<file path="config.mk">
export PLATFORM = sky130hd
export DESIGN_NAME = sound_ram_arbiter
export DESIGN_NICKNAME = d
export VERILOG_FILES = /design/src/rtl/sound_ram_arbiter.sv
export SDC_FILE = /design/constraint.sdc
export NUM_CORES = 1
export LEC_CHECK = 0
export CORE_UTILIZATION = 45
export CTS_CLUSTER_DIAMETER = 150
export DETAILED_ROUTE_END_ITERATION = 8
export PLACE_DENSITY = 0.78
export RECOVER_POWER = 25
export SLEW_MARGIN = 20
export SYNTH_ARGS = -nofsm -noshare
export SYNTH_HDL_FRONTEND = slang
export SYNTH_SLANG_ARGS = --single-unit
</file>
<file path="constraint.sdc">
create_clock -name clk -period 4.5 [get_ports clk]
set_input_delay 0.675 -clock clk [delete_from_list [all_inputs] [get_ports clk]]
set_output_delay 0.675 -clock clk [all_outputs]
set_load 0.05 [all_outputs]
</file>
<file path="src/rtl/sound_ram_arbiter.sv">
// sound_ram_arbiter
//   Shares the sound-board work RAM between the sound CPU and a host port
//   (loader / debug / save-state). Grants alternate between the two ports,
//   and each grant occupies the RAM for three clocks:
//     - issue
//     - wait for the RAM's registered read data
//     - capture and acknowledge
//   A clear engine fills the whole RAM with CLEAR_VALUE after reset (when
//   CLEAR_ON_RESET is set) or on request. While it runs, both requesters
//   are held off.
//
// Ports
//   clk, reset_n               system clock, asynchronous active-low reset
//   cpu_req/we/addr/din        CPU request (level, held until cpu_ack)
//   cpu_dout, cpu_ack          CPU read data and one-cycle completion pulse
//   host_req/we/addr/din       host request, same protocol as the CPU port
//   host_dout, host_ack        host read data and completion pulse
//   clear_req                  one-cycle pulse that starts a full RAM clear
//   clear_busy                 high while the clear engine owns the RAM
//   ram_address/write/data     registered RAM address, write enable and data
//   ram_q                      registered (read-first) RAM read data

module sound_ram_arbiter #(
  parameter int unsigned       ADDR_W         = 11,
  parameter int unsigned       DATA_W         = 8,
  parameter logic [DATA_W-1:0] CLEAR_VALUE    = '0,
  parameter bit                CLEAR_ON_RESET = 1'b1
) (
  input  logic              clk,
  input  logic              reset_n,
  input  logic              cpu_req,
  input  logic              cpu_we,
  input  logic [ADDR_W-1:0] cpu_addr,
  input  logic [DATA_W-1:0] cpu_din,
  output logic [DATA_W-1:0] cpu_dout,
  output logic              cpu_ack,
  input  logic              host_req,
  input  logic              host_we,
  input  logic [ADDR_W-1:0] host_addr,
  input  logic [DATA_W-1:0] host_din,
  output logic [DATA_W-1:0] host_dout,
  output logic              host_ack,
  input  logic              clear_req,
  output logic              clear_busy,
  output logic [ADDR_W-1:0] ram_address,
  output logic              ram_write,
  output logic [DATA_W-1:0] ram_data,
  input  logic [DATA_W-1:0] ram_q
);

  typedef enum logic [1:0] {
    ST_CLEAR,
    ST_IDLE,
    ST_ACCESS,
    ST_CAPTURE
  } state_t;

  localparam state_t RESET_STATE = CLEAR_ON_RESET ? ST_CLEAR : ST_IDLE;

  state_t            state, state_next;
  // The extra top bit marks "last address already written".
  logic [ADDR_W:0]   clear_cnt, clear_cnt_next;
  logic              clear_pending, clear_pending_next;
  logic              last_host, last_host_next;
  logic              owner_host, owner_host_next;
  logic [ADDR_W-1:0] ram_address_next;
  logic              ram_write_next;
  logic [DATA_W-1:0] ram_data_next;
  logic [DATA_W-1:0] cpu_dout_next, host_dout_next;
  logic              cpu_ack_next, host_ack_next;
  logic              clear_busy_next;

  logic cpu_elig, host_elig, grant_host;

  // A port that is being acknowledged this cycle is not eligible for a new
  // grant. On a tie, the grant goes to the port that was not served last.
  assign cpu_elig   = cpu_req & ~cpu_ack;
  assign host_elig  = host_req & ~host_ack;
  assign grant_host = host_elig & (~cpu_elig | ~last_host);

  // State and output registers; every RAM-facing signal is registered.
  always_ff @(posedge clk or negedge reset_n) begin
    if (!reset_n) begin
      state         <= RESET_STATE;
      clear_cnt     <= '0;
      clear_pending <= 1'b0;
      last_host     <= 1'b0;
      owner_host    <= 1'b0;
      ram_address   <= '0;
      ram_write     <= 1'b0;
      ram_data      <= '0;
      cpu_dout      <= '0;
      host_dout     <= '0;
      cpu_ack       <= 1'b0;
      host_ack      <= 1'b0;
      clear_busy    <= 1'b0;
    end else begin
      state         <= state_next;
      clear_cnt     <= clear_cnt_next;
      clear_pending <= clear_pending_next;
      last_host     <= last_host_next;
      owner_host    <= owner_host_next;
      ram_address   <= ram_address_next;
      ram_write     <= ram_write_next;
      ram_data      <= ram_data_next;
      cpu_dout      <= cpu_dout_next;
      host_dout     <= host_dout_next;
      cpu_ack       <= cpu_ack_next;
      host_ack      <= host_ack_next;
      clear_busy    <= clear_busy_next;
    end
  end

  // Next-state logic and next register values. Acks are single-cycle
  // pulses, so they default low. All other registers hold by default.
  always_comb begin
    state_next         = state;
    clear_cnt_next     = clear_cnt;
    clear_pending_next = clear_pending;
    last_host_next     = last_host;
    owner_host_next    = owner_host;
    ram_address_next   = ram_address;
    ram_write_next     = ram_write;
    ram_data_next      = ram_data;
    cpu_dout_next      = cpu_dout;
    host_dout_next     = host_dout;
    cpu_ack_next       = 1'b0;
    host_ack_next      = 1'b0;
    clear_busy_next    = clear_busy;

    case (state)
      ST_CLEAR: begin
        clear_pending_next = 1'b0;
        if (clear_req) begin
          // A new clear request restarts the sweep from address 0.
          ram_address_next = '0;
          ram_write_next   = 1'b1;
          ram_data_next    = CLEAR_VALUE;
          clear_busy_next  = 1'b1;
          clear_cnt_next   = (ADDR_W+1)'(1);
        end else if (clear_cnt[ADDR_W]) begin
          ram_write_next  = 1'b0;
          clear_busy_next = 1'b0;
          state_next      = ST_IDLE;
        end else begin
          ram_address_next = clear_cnt[ADDR_W-1:0];
          ram_write_next   = 1'b1;
          ram_data_next    = CLEAR_VALUE;
          clear_busy_next  = 1'b1;
          clear_cnt_next   = clear_cnt + (ADDR_W+1)'(1);
        end
      end

      ST_IDLE: begin
        if (clear_req || clear_pending) begin
          clear_pending_next = 1'b0;
          clear_cnt_next     = '0;
          state_next         = ST_CLEAR;
        end else if (cpu_elig || host_elig) begin
          ram_address_next = grant_host ? host_addr : cpu_addr;
          ram_data_next    = grant_host ? host_din  : cpu_din;
          ram_write_next   = grant_host ? host_we   : cpu_we;
          owner_host_next  = grant_host;
          last_host_next   = grant_host;
          state_next       = ST_ACCESS;
        end
      end

      ST_ACCESS: begin
        ram_write_next = 1'b0;
        if (clear_req) clear_pending_next = 1'b1;
        state_next = ST_CAPTURE;
      end

      ST_CAPTURE: begin
        // ram_q now holds the addressed word (its old value on a write).
        if (owner_host) begin
          host_dout_next = ram_q;
          host_ack_next  = 1'b1;
        end else begin
          cpu_dout_next = ram_q;
          cpu_ack_next  = 1'b1;
        end
        if (clear_req) clear_pending_next = 1'b1;
        state_next = ST_IDLE;
      end

      default: state_next = ST_IDLE;
    endcase
  end

endmodule

</file>
==> results by group, run 1 <==
Timing
  • Setup tns final: 0 ns
  • Normalized max-slew margin: 31.2%
  • Final count of negative-setup-slack endpoints: 0
  • Final clock period utilization by the worst path: 55.3%
  • Maximum clock frequency: 402 MHz
  • Setup repair after global routing missed its margin: false
  • Slew at the pin with the worst max-slew slack: 1.03 ns
  • Endpoints failing hold: 0
  • Setup Skew: 0.00755 ns
  • Total count of max-transition violations in the final report: 0
  • Post-layout minimum cycle time: 2.49 ns

Logic synthesis
  • Most used DFF post-synth: dfrtp_1
  • Ys async rst share: 100%
  • Post-synthesis cell count: 277
  • Cell area after technology mapping: 2970 sq um
  • Number of distinct library cell variants in the gate-level netlist after synthesis: 51
  • Synthesized area per cell: 10.7 sq um
  • EDFF count, synth: 0
  • Net count of the mapped netlist: 336
  • Synthesis Warnings: 0
  • Sequential share of the synthesized area: 46.3%
  • Number of register bits inferred by synthesis: 55

Setup path
  • Reg2reg start: state[1]
  • Required time of the critical path: 4.76 ns
  • Cell depth of the worst flop-to-flop path: 6
  • Kind of end point of the critical path: flip-flop
  • Library cell contributing the largest single delay on the critical path: clkdlybuf4s50_1
  • Worst Path Buf+Inv: 1
  • Data arrival time of the critical path: 2.75 ns
  • Family with the most delay on the worst path: compound AO/OA/AOI/OAI gates
  • Critical Path Fanout Max: 19
  • Series of cell instances along the critical path: clkdlybuf4s50_1 > nand2b_4 > nor2_2 > a211oi_4 > o32a_1
  • Endpoint of the worst-slack reg-to-reg timing path: ram_address[8]
  • Reg-to-reg slack, setup: 2.09 ns
  • Launching element type of the critical path: input port
  • Number of stages on the worst setup path: 5
  • Startpoint-to-endpoint class of the critical path: in2reg
  • Highest cell delay on the worst timing path: 0.76 ns

Clock tree
  • Clk slew on worst S/H paths: 0.10 ns
  • Clock latency reported for the late side of the worst-skew pair: 0.32 ns
  • Post-CTS setup buffer count: 0
  • TritonCTS clock tree: built
  • TritonCTS sink count: 55
  • Number of buffers created by CTS: 5
  • Number of cells upsized or downsized after cts: 0
  • H-tree lvl count: 2
  • Hold buffers post-CTS: 0
  • Clock Root Buffer: clkbuf_8
  • Clock Path Buffers: 2

Drt
  • Number of DRC markers after the initial detailed-route iteration: 143
  • Number of nets still failing antenna checks after routing: 0
  • First-pass iteration count of the detailed router: 4
  • Vias: 2483
  • Routed length per instance: 16.5 microns
  • DRC violation count after routing: 0
  • Via density per instance: 5.66
  • Routed wire length: 7.23 mm

Global routing
  • Maximum number of pins on one net before global-route repair: 56
  • Vias in the first global route: 2452
  • Leftover overflow at the end of global routing: 0
  • Global-route wire length before repair: 12.0 mm
  • Initial antenna violation count: 0
  • Total routing usage reported by global routing: 21.6%

Final layout
  • Finished Cell Area: 3990 sq um
  • Post-synthesis to final-layout area growth: 34.3%
  • Antenna diode instance count: 0
  • Fill count: 499
  • Final #Nets: 420
  • Layout cells sized above 1: 11.3%

Job
  • Max Cap Violations: 0

Floorplanning
  • Floorplan die height: 83.2 microns
  • Site Rows: 29
  • Die W: 83.2 microns
  • Starting density of the core: 46.8%
  • Core area: 6350 sq um
  • Top-level port count: 92
  • Total die area: 6930 sq um

Hold path
  • Hold WC Path Type: in2async

Run status
  • Status: completed

Power and ir drop
  • Worst VDD drop: 535 uV
  • Leakage Power: 1.78 nW
  • Power Density: 746 nW/um^2

Placed design
  • Post-place instance area: 3890 sq um
  • Final weighted congestion in routability-driven placement: 0.823
  • Final HPWL from detailed placement: 5.31 mm
  • Number of input and output port buffers inserted: 91
## cell usage in the layout (no fill, tap or decap), types with 5 or more instances in the layout
| cell type | synthesis | layout |
|---|---|---|
| clkbuf_8 | 0 | 6 |
| o22ai_1 | 8 | 8 |
| ha_1 | 6 | 6 |
| nor2_1 | 10 | 10 |
| o21ai_0 | 9 | 9 |
| mux2_2 | 17 | 17 |
| a211o_1 | 11 | 11 |
| o31ai_1 | 11 | 11 |
| clkdlybuf4s50_1 | 0 | 90 |
| nand3_1 | 5 | 5 |
| mux2i_1 | 21 | 21 |
| nand2_1 | 32 | 32 |
| inv_1 | 14 | 14 |
| o32a_1 | 10 | 10 |
| dfrtp_1 | 55 | 55 |
## per-stage QoR
stage | utilization [%] | setup slack, ns | instances | total power, mW | hold WS [ns]
after detailed placement | 61.3 | 1.70 | 431 | 2.68 | 0.480
final | 62.8 | 2.01 | 439 | 2.98 | 0.475
after global routing | 62.8 | 1.88 | 439 | 3.14 | 0.523
after global placement | 61.3 | 1.76 | 431 | 2.65 | 0.476
after floorplan | - | 2.69 | 277 | 2.14 | 0.379
after CTS | 62.8 | 2.04 | 439 | 2.99 | 0.503
## kinds of logic after synthesis
logic type	share of synthesized area, %
simple gates	13.4
compound gates	18.9
flops	46.3
mux	13.5
buf+inv	5.39
fa+ha+maj	2.53
## metal layers
metal / share of wire (%) / vias up / track usage (%)
li1: - / 1180 / -
met1: 43 / 1203 / 27.8
met2: 46 / 93 / 33.2
met3: 10 / 7 / 9.84
met4: 0.90 / 0 / 4.86
met5: 0 / - / 0
## worst max-delay path by stage
stage / startpoint / to / slack (ns)
finish: clear_req / ram_address[8] / 2.01
CTS: clear_req / ram_address[8] / 2.04
floorplan: clear_req / ram_address[9] / 2.69
global route: state[1] / ram_address[8] / 1.88
global placement: clear_req / ram_address[9] / 1.76
detailed placement: clear_req / ram_address[8] / 1.70
## registers in the layout (all words and copies together) (netlist names), 2 cells and up
name	cells
clear_cnt	12
cpu_dout	8
state	2
host_dout	8
ram_data	8
ram_address	11
## synth_stat cells (5+ instances only)
| cell type | count | share of area, % |
|---|---|---|
| ha_1 | 6 | 2.5 |
| mux2_2 | 17 | 6.4 |
| dfrtp_1 | 55 | 46 |
| clkbuf_1 | 6 | 0.76 |
| o31ai_1 | 11 | 2.8 |
| mux2i_1 | 21 | 7.1 |
| buf_2 | 5 | 0.84 |
| nor2_1 | 10 | 1.3 |
| o21ai_0 | 9 | 1.5 |
| nand3_1 | 5 | 0.84 |
| a211o_1 | 11 | 3.2 |
| inv_1 | 14 | 1.8 |
| o32a_1 | 10 | 3.4 |
| o22ai_1 | 8 | 1.7 |
| nand2_1 | 32 | 4.0 |
## report_power, final
| group | internal (mW) | switching [mW] | total (mW) |
|---|---|---|---|
| combinational | 0.691 | 1.16 | 1.85 |
| clock | 0.126 | 0.173 | 0.299 |
| sequential | 0.695 | 0.135 | 0.830 |
## layout make-up
class | count | area [sq um] | share of cell area [%]
inverter | 15 | 56.3 | 1.41
clock buffer | 6 | 82.6 | 2.07
tap | 77 | 96.3 | 2.41
sequential | 55 | 1380 | 34.5
clock inverter | 2 | 16.3 | 0.408
multi-input combinational | 190 | 1430 | 35.9
timing repair buffer | 94 | 928 | 23.3
Note: power is estimated with default switching activity, not from simulation.
==> run 2: changes to the inputs <==
clock period = 2.35 ns   (was 4.5 ns; I/O delays follow)
==> results by group, run 2 (synthesis gave the netlist of run 1 again) <==
Run status
  • Status: completed (unchanged)

Final layout
  • Commonest cells after routing, fill and taps aside: clkdlybuf4s50_1, dfrtp_1, nand2_1, mux2i_1, mux2_2 (unchanged)
  • Largest register FFs: 12 (unchanged)
  • Most frequent standard cell in the layout excluding fill and tap cells: clkdlybuf4s50_1 (unchanged)
  • Post-synthesis to final-layout area growth: 35.8% (was 34.3%)
  • Layout cells sized above 1: 12.5% (was 11.3%)
  • Most flops, register: clear_cnt (unchanged)
  • Finished Cell Area: 4030 sq um (was 3990 sq um)
  • Antenna diode instance count: 0 (unchanged)
  • Final #Nets: 426 (was 420)
  • Util after Layout: 63.5% (was 62.8%)
  • Top Registers: clear_cnt x12, ram_address x11 (unchanged)

Clock tree
  • Post-CTS setup buffer count: 0 (unchanged)
  • Number of buffers created by CTS: 5 (unchanged)
  • Clk slew on worst S/H paths: 0.10 ns (about the same)
  • H-tree lvl count: 2 (unchanged)
  • Clock latency reported for the late side of the worst-skew pair: 0.32 ns (about the same)
  • Number of cells upsized or downsized after cts: 0 (unchanged)
  • TritonCTS sink count: 55 (unchanged)
  • Clock Path Buffers: 2 (unchanged)
  • Clock Root Buffer: clkbuf_8 (unchanged)
  • TritonCTS clock tree: built (unchanged)
  • Hold buffers post-CTS: 0 (unchanged)

Power and ir drop
  • Clock network power share: 10.1% (was 10.0%)
  • Design internal power: 2.95 mW (was 1.51 mW)
  • Combinational power share: 62.3% (was 62.1%)
  • Worst VDD drop: 969 uV (was 535 uV)
  • Power Density: 1430 nW/um^2 (was 746 nW/um^2)
  • Proportion of total power due to net switching: 48.9% (was 49.2%)
  • Sequential share of power: 27.5% (was 27.9%)
  • Leakage Power: 1.81 nW (was 1.78 nW)
  • Net switching power: 2.82 mW (was 1.47 mW)

Drt
  • Number of nets still failing antenna checks after routing: 0 (unchanged)
  • Vias: 2500 (was 2483)
  • Routed length per instance: 16.6 microns (was 16.5 microns)
  • Routed wire length: 7.37 mm (was 7.23 mm)
  • Number of DRC markers after the initial detailed-route iteration: 116 (was 143)
  • DRC violation count after routing: 0 (unchanged)
  • First-pass iteration count of the detailed router: 4 (unchanged)
  • Via density per instance: 5.62 (was 5.66)

Timing
  • Slew at the pin with the worst max-slew slack: 1.49 ns (was 1.03 ns)
  • Setup Skew: 0.00554 ns (was 0.00755 ns)
  • Normalized max-slew margin: 0.995% (was 31.2%)
  • Maximum clock frequency: 449 MHz
  • Final count of negative-setup-slack endpoints: 0 (unchanged)
  • Endpoints failing hold: 0 (unchanged)
  • Setup tns final: 0 ns (unchanged)
  • Worst hold margin: 0.368 ns (was 0.475 ns)
  • Setup repair after global routing missed its margin: false (unchanged)
  • Total count of max-transition violations in the final report: 0 (unchanged)
  • Post-layout minimum cycle time: 2.23 ns
  • Minimum setup slack in the final design: 0.121 ns (was 2.01 ns)
  • Final clock period utilization by the worst path: 94.8%

Global routing
  • Initial antenna violation count: 0 (unchanged)
  • Vias in the first global route: 2541 (was 2452)
  • Global-route wire length before repair: 12.3 mm (was 12.0 mm)
  • Total routing usage reported by global routing: 22.3% (was 21.6%)
  • Leftover overflow at the end of global routing: 0 (unchanged)
  • Maximum number of pins on one net before global-route repair: 37 (was 56)

Setup path
  • Family with the most delay on the worst path: compound AO/OA/AOI/OAI gates (unchanged)
  • Critical Path Fanout Max: 13 (was 19)
  • Startpoint-to-endpoint class of the critical path: reg2reg (was in2reg)
  • Series of cell instances along the critical path: inv_1 > ha_1 > nand2_1 > a21oi_1 > o21ai_0 > o41ai_1 (was clkdlybuf4s50_1 > nand2b_4 > nor2_2 > a211oi_4 > o32a_1)
  • Required time of the critical path: 2.56 ns (was 4.76 ns)
  • Library cell contributing the largest single delay on the critical path: a21oi_1 (was clkdlybuf4s50_1)
  • Kind of end point of the critical path: flip-flop (unchanged)
  • Worst Path Buf+Inv: 1 (unchanged)
  • Data arrival time of the critical path: 2.43 ns (was 2.75 ns)
  • Launching element type of the critical path: flip-flop (was input port)
  • Highest cell delay on the worst timing path: 0.81 ns (was 0.76 ns)

Floorplanning
  • Core area: 6350 sq um (unchanged)
  • Total die area: 6930 sq um (unchanged)
  • Die W: 83.2 microns (unchanged)
  • Floorplan die height: 83.2 microns (unchanged)
  • Site Rows: 29 (unchanged)
  • Starting density of the core: 46.8% (unchanged)
  • Top-level port count: 92 (unchanged)

Placed design
  • Number of input and output port buffers inserted: 91 (unchanged)
  • Final HPWL from detailed placement: 5.50 mm (was 5.31 mm)
  • Post-place instance area: 3950 sq um (was 3890 sq um)
  • Final weighted congestion in routability-driven placement: 0.869 (was 0.823)
  • Post-place setup slack: 0.232 ns (was 1.70 ns)

Job
  • Max Cap Violations: 0 (unchanged)

Hold path
  • Hold WC Path Type: in2async (unchanged)
## run 2: cell count changes in the layout (fill, tap and decap cells not counted), sizes merged
cell / change
clkbuf: +2
clkinv: -1
inv: +2
clkinvlp: -1
buf: +4
## run 2: through the flow
step	power (mW)	cells
2_1_floorplan	4.10	277
3_3_place_gp	5.11	437
3_5_place_dp	5.19	437
4_1_cts	5.79	445
5_1_grt	6.08	445
6_report	5.77	445
## run 2: power groups by stage
| stage | combinational, mW | sequential [mW] | clock [mW] |
|---|---|---|---|
| 6_report | 3.59 | 1.59 | 0.585 |
| 4_1_cts | 3.61 | 1.59 | 0.596 |
| 5_1_grt | 3.81 | 1.63 | 0.638 |
| 2_1_floorplan | 1.39 | 2.71 | 0 |
| 3_5_place_dp | 3.60 | 1.60 | 0 |
| 3_3_place_gp | 3.53 | 1.59 | 0 |
## run 2: cell type report
cell class	count	area, sq um
clock buffers	6	82.6
multi-input cells	190	1430
repair buffers	100	970
clock inverters	2	17.5
fillers	518	2320
inverters	15	56.3
well taps	77	96.3
flip-flops and latches	55	1380
## run 2: final timing paths
kind,slack (ns),end,startpoint,depth (start not counted)
hold reg to reg,0.51,ram_address[8],ram_address[8],1
setup / recovery,0.12,clear_cnt[0],state[1],6
min in group clk,0.51,ram_address[8],ram_address[8],1
hold / removal,0.37,state[0],reset_n,1
max in group asynchronous,0.56,owner_host,reset_n,2
setup reg to reg,0.12,clear_cnt[0],state[1],6
## run 2: per-layer routing
metal / routed length, microns / track usage, % / share of wire [%]
met3: 746 / 9.24 / 10
met5: 0 / 0 / 0
met2: 3500 / 35.2 / 47
met1: 3070 / 28.1 / 42
met4: 61 / 6.11 / 0.83
==> run 3: changes to the inputs <==
CORE_UTILIZATION = 42   (was 45)
PLACE_DENSITY = 0.76   (was 0.78)
RECOVER_POWER = default   (was 25)
clock period = 1.88 ns   (was 2.35 ns; I/O delays follow)
==> results by group, run 3 (synthesis gave the netlist of run 1 again) <==
Setup path
  • Data arrival time of the critical path: 1.52 ns (was 2.43 ns)
  • Series of cell instances along the critical path: clkdlybuf4s50_1 (was inv_1 > ha_1 > nand2_1 > a21oi_1 > o21ai_0 > o41ai_1)
  • Endpoint of the worst-slack reg-to-reg timing path: clear_cnt[6] (was clear_cnt[0])
  • Family with the most delay on the worst path: buffers and inverters (was compound AO/OA/AOI/OAI gates)
  • Reg2reg start: state[0] (was state[1])
  • Launching element type of the critical path: flip-flop (unchanged)
  • Worst Path Buf+Inv: 1 (unchanged)
  • Critical Path Fanout Max: 3 (was 13)
  • Kind of end point of the critical path: output port (was flip-flop)
  • Highest cell delay on the worst timing path: 0.82 ns (was 0.81 ns)
  • Required time of the critical path: 1.60 ns (was 2.56 ns)
  • Reg-to-reg slack, setup: 0.11 ns (was 0.12 ns)
  • Library cell contributing the largest single delay on the critical path: clkdlybuf4s50_1 (was a21oi_1)
  • Cell depth of the worst flop-to-flop path: 6 (unchanged)
  • Startpoint-to-endpoint class of the critical path: reg2out (was reg2reg)

Power and ir drop
  • Leakage Power: 1.91 nW (was 1.81 nW)
  • Proportion of total power due to net switching: 48.4% (was 48.9%)
  • Power Density: 1750 nW/um^2 (was 1430 nW/um^2)
  • Clock network power share: 9.5% (was 10.1%)
  • Power after layout: 7.43 mW (was 5.77 mW)
  • Design internal power: 3.83 mW (was 2.95 mW)
  • Combinational power share: 63.7% (was 62.3%)
  • Sequential share of power: 26.8% (was 27.5%)
  • Worst VDD drop: 1150 uV (was 969 uV)
  • Net switching power: 3.59 mW (was 2.82 mW)

Placed design
  • Placed instance count: 469 (was 437)
  • Final HPWL from detailed placement: 5.68 mm (was 5.50 mm)
  • Post-place instance area: 4090 sq um (was 3950 sq um)
  • Final weighted congestion in routability-driven placement: 0.859 (was 0.869)
  • Number of input and output port buffers inserted: 91 (unchanged)
  • Post-place setup slack: -0.191 ns (was 0.232 ns)

Clock tree
  • Clock Path Buffers: 2 (unchanged)
  • TritonCTS sink count: 55 (unchanged)
  • Number of buffers created by CTS: 5 (unchanged)
  • Clk slew on worst S/H paths: 0.11 ns (was 0.10 ns)
  • Clock Root Buffer: clkbuf_8 (unchanged)
  • Clock latency reported for the late side of the worst-skew pair: 0.31 ns (was 0.32 ns)
  • Post-CTS setup buffer count: 0 (unchanged)
  • TritonCTS clock tree: built (unchanged)
  • H-tree lvl count: 2 (unchanged)

Floorplanning
  • Total die area: 7410 sq um (was 6930 sq um)
  • Floorplan die height: 86.1 microns (was 83.2 microns)
  • Site Rows: 30 (was 29)
  • Top-level port count: 92 (unchanged)
  • Core area: 6790 sq um (was 6350 sq um)
  • Die W: 86.1 microns (was 83.2 microns)
  • Starting density of the core: 43.7% (was 46.8%)

Final layout
  • Multi-input gate area in the final layout: 1470 sq um (was 1430 sq um)
  • Finished Cell Area: 4240 sq um (was 4030 sq um)
  • Largest register FFs: 12 (unchanged)
  • Fill count: 558 (was 518)
  • Final #Nets: 439 (was 426)
  • Post-synthesis to final-layout area growth: 42.7% (was 35.8%)
  • Final cell count without fillers: 477 (was 445)
  • Commonest cells after routing, fill and taps aside: clkdlybuf4s50_1, dfrtp_1, nand2_1, mux2i_1, buf_4 (was clkdlybuf4s50_1, dfrtp_1, nand2_1, mux2i_1, mux2_2)
  • Top Registers: clear_cnt x12, ram_address x11 (unchanged)
  • Most flops, register: clear_cnt (unchanged)
  • Layout cells sized above 1: 17.8% (was 12.5%)
  • Register Area: 1380 sq um (about the same)
  • Util after Layout: 62.4% (was 63.5%)
  • Most frequent standard cell in the layout excluding fill and tap cells: clkdlybuf4s50_1 (unchanged)
  • Antenna diode instance count: 0 (unchanged)

Drt
  • Routed wire length: 7.47 mm (was 7.37 mm)
  • Routed length per instance: 15.7 microns (was 16.6 microns)
  • Number of nets still failing antenna checks after routing: 0 (unchanged)
  • First-pass iteration count of the detailed router: 4 (unchanged)
  • Via density per instance: 5.30 (was 5.62)
  • Number of DRC markers after the initial detailed-route iteration: 166 (was 116)
  • Vias: 2530 (was 2500)
  • DRC violation count after routing: 0 (unchanged)

Timing
  • Final clock period utilization by the worst path: 96.0%
  • Final count of negative-setup-slack endpoints: 0 (unchanged)
  • Total count of max-transition violations in the final report: 0 (unchanged)
  • Worst hold margin: 0.425 ns (was 0.368 ns)
  • Post-layout minimum cycle time: 1.81 ns
  • Slew at the pin with the worst max-slew slack: 0.668 ns (was 1.49 ns)
  • Maximum clock frequency: 554 MHz
  • Setup repair after global routing missed its margin: false (unchanged)
  • Normalized max-slew margin: 55.3% (was 0.995%)
  • Endpoints failing hold: 0 (unchanged)
  • Minimum setup slack in the final design: 0.0746 ns (was 0.121 ns)
  • Setup Skew: 0.00732 ns (was 0.00554 ns)
  • Setup tns final: 0 ns (unchanged)

Global routing
  • Met3 GRT Util: 8.08% (was 9.24%)
  • Leftover overflow at the end of global routing: 0 (unchanged)
  • Busiest layer in global routing: met2 (unchanged)
  • Met1 Track Usage GR: 28.2% (was 28.1%)
  • Maximum number of pins on one net before global-route repair: 40 (was 37)
  • Global-route met2 utilization: 33.6% (was 35.2%)
  • Global-route wire length before repair: 12.4 mm (was 12.3 mm)
  • Vias in the first global route: 2538 (was 2541)
  • Initial antenna violation count: 0 (unchanged)
  • Total routing usage reported by global routing: 21.6% (was 22.3%)

Hold path
  • Hold WC Path Type: in2async (unchanged)

Run status
  • Status: completed (unchanged)

Job
  • Max Cap Violations: 0 (unchanged)
run 3: changes by cell type in the layout (fill, tap and decap cells not counted), moves of 2 or more:
cell	before	now
buf_4	8	18
buf_12	0	3
clkdlybuf4s50_1	90	88
ha_1	6	4
ha_4	0	2
inv_1	14	12
inv_6	2	0
run 3: power groups by stage:
stage,sequential (mW),clock (mW),combinational (mW)
after floorplan,3.39,0,1.74
after global placement,1.98,0,4.61
after detailed placement,1.99,0,4.68
after CTS,1.98,0.725,4.73
after global routing,2.05,0.768,5.03
final,1.99,0.706,4.73
run 3: metal layers:
| metal | wire (microns) | part of all wire, % |
|---|---|---|
| met5 | 0 | 0 |
| met4 | 99 | 1.3 |
| met3 | 664 | 8.9 |
| met2 | 3430 | 46 |
| met1 | 3280 | 44 |
run 3: how the worst max path moves through the flow:
stage | from | end | slack, ns | cells after the start
finish | host_ack | host_ack | 0.07 | 1
global route | ram_address[8] | ram_address[8] | 0.02 | 1
CTS | state[0] | clear_cnt[8] | 0.001 | 6
detailed placement | clear_req | clear_cnt[9] | -0.19 | 5
global placement | clear_req | clear_cnt[9] | -0.10 | 5
floorplan | host_ack | ram_address[9] | 0.12 | 5
run 3: what timing repair did:
item | 4_1_cts | 5_1_grt
endpoints found under the hold margin | 16 | 0
resized for setup | 3 | 11
setup endpoints to repair | 22 | 30
pin swaps | 0 | 0
hold buffers | 1 | 0
cloned | 0 | 0
run 3: area by class of cell:
type / instances / share of cell area (%)
clock inverter: 3 / 0.649
clock buffer: 5 / 1.62
sequential: 55 / 32.5
timing repair buffer: 113 / 26.3
multi-input combinational: 190 / 34.7
inverter: 15 / 1.39
tap: 96 / 2.83
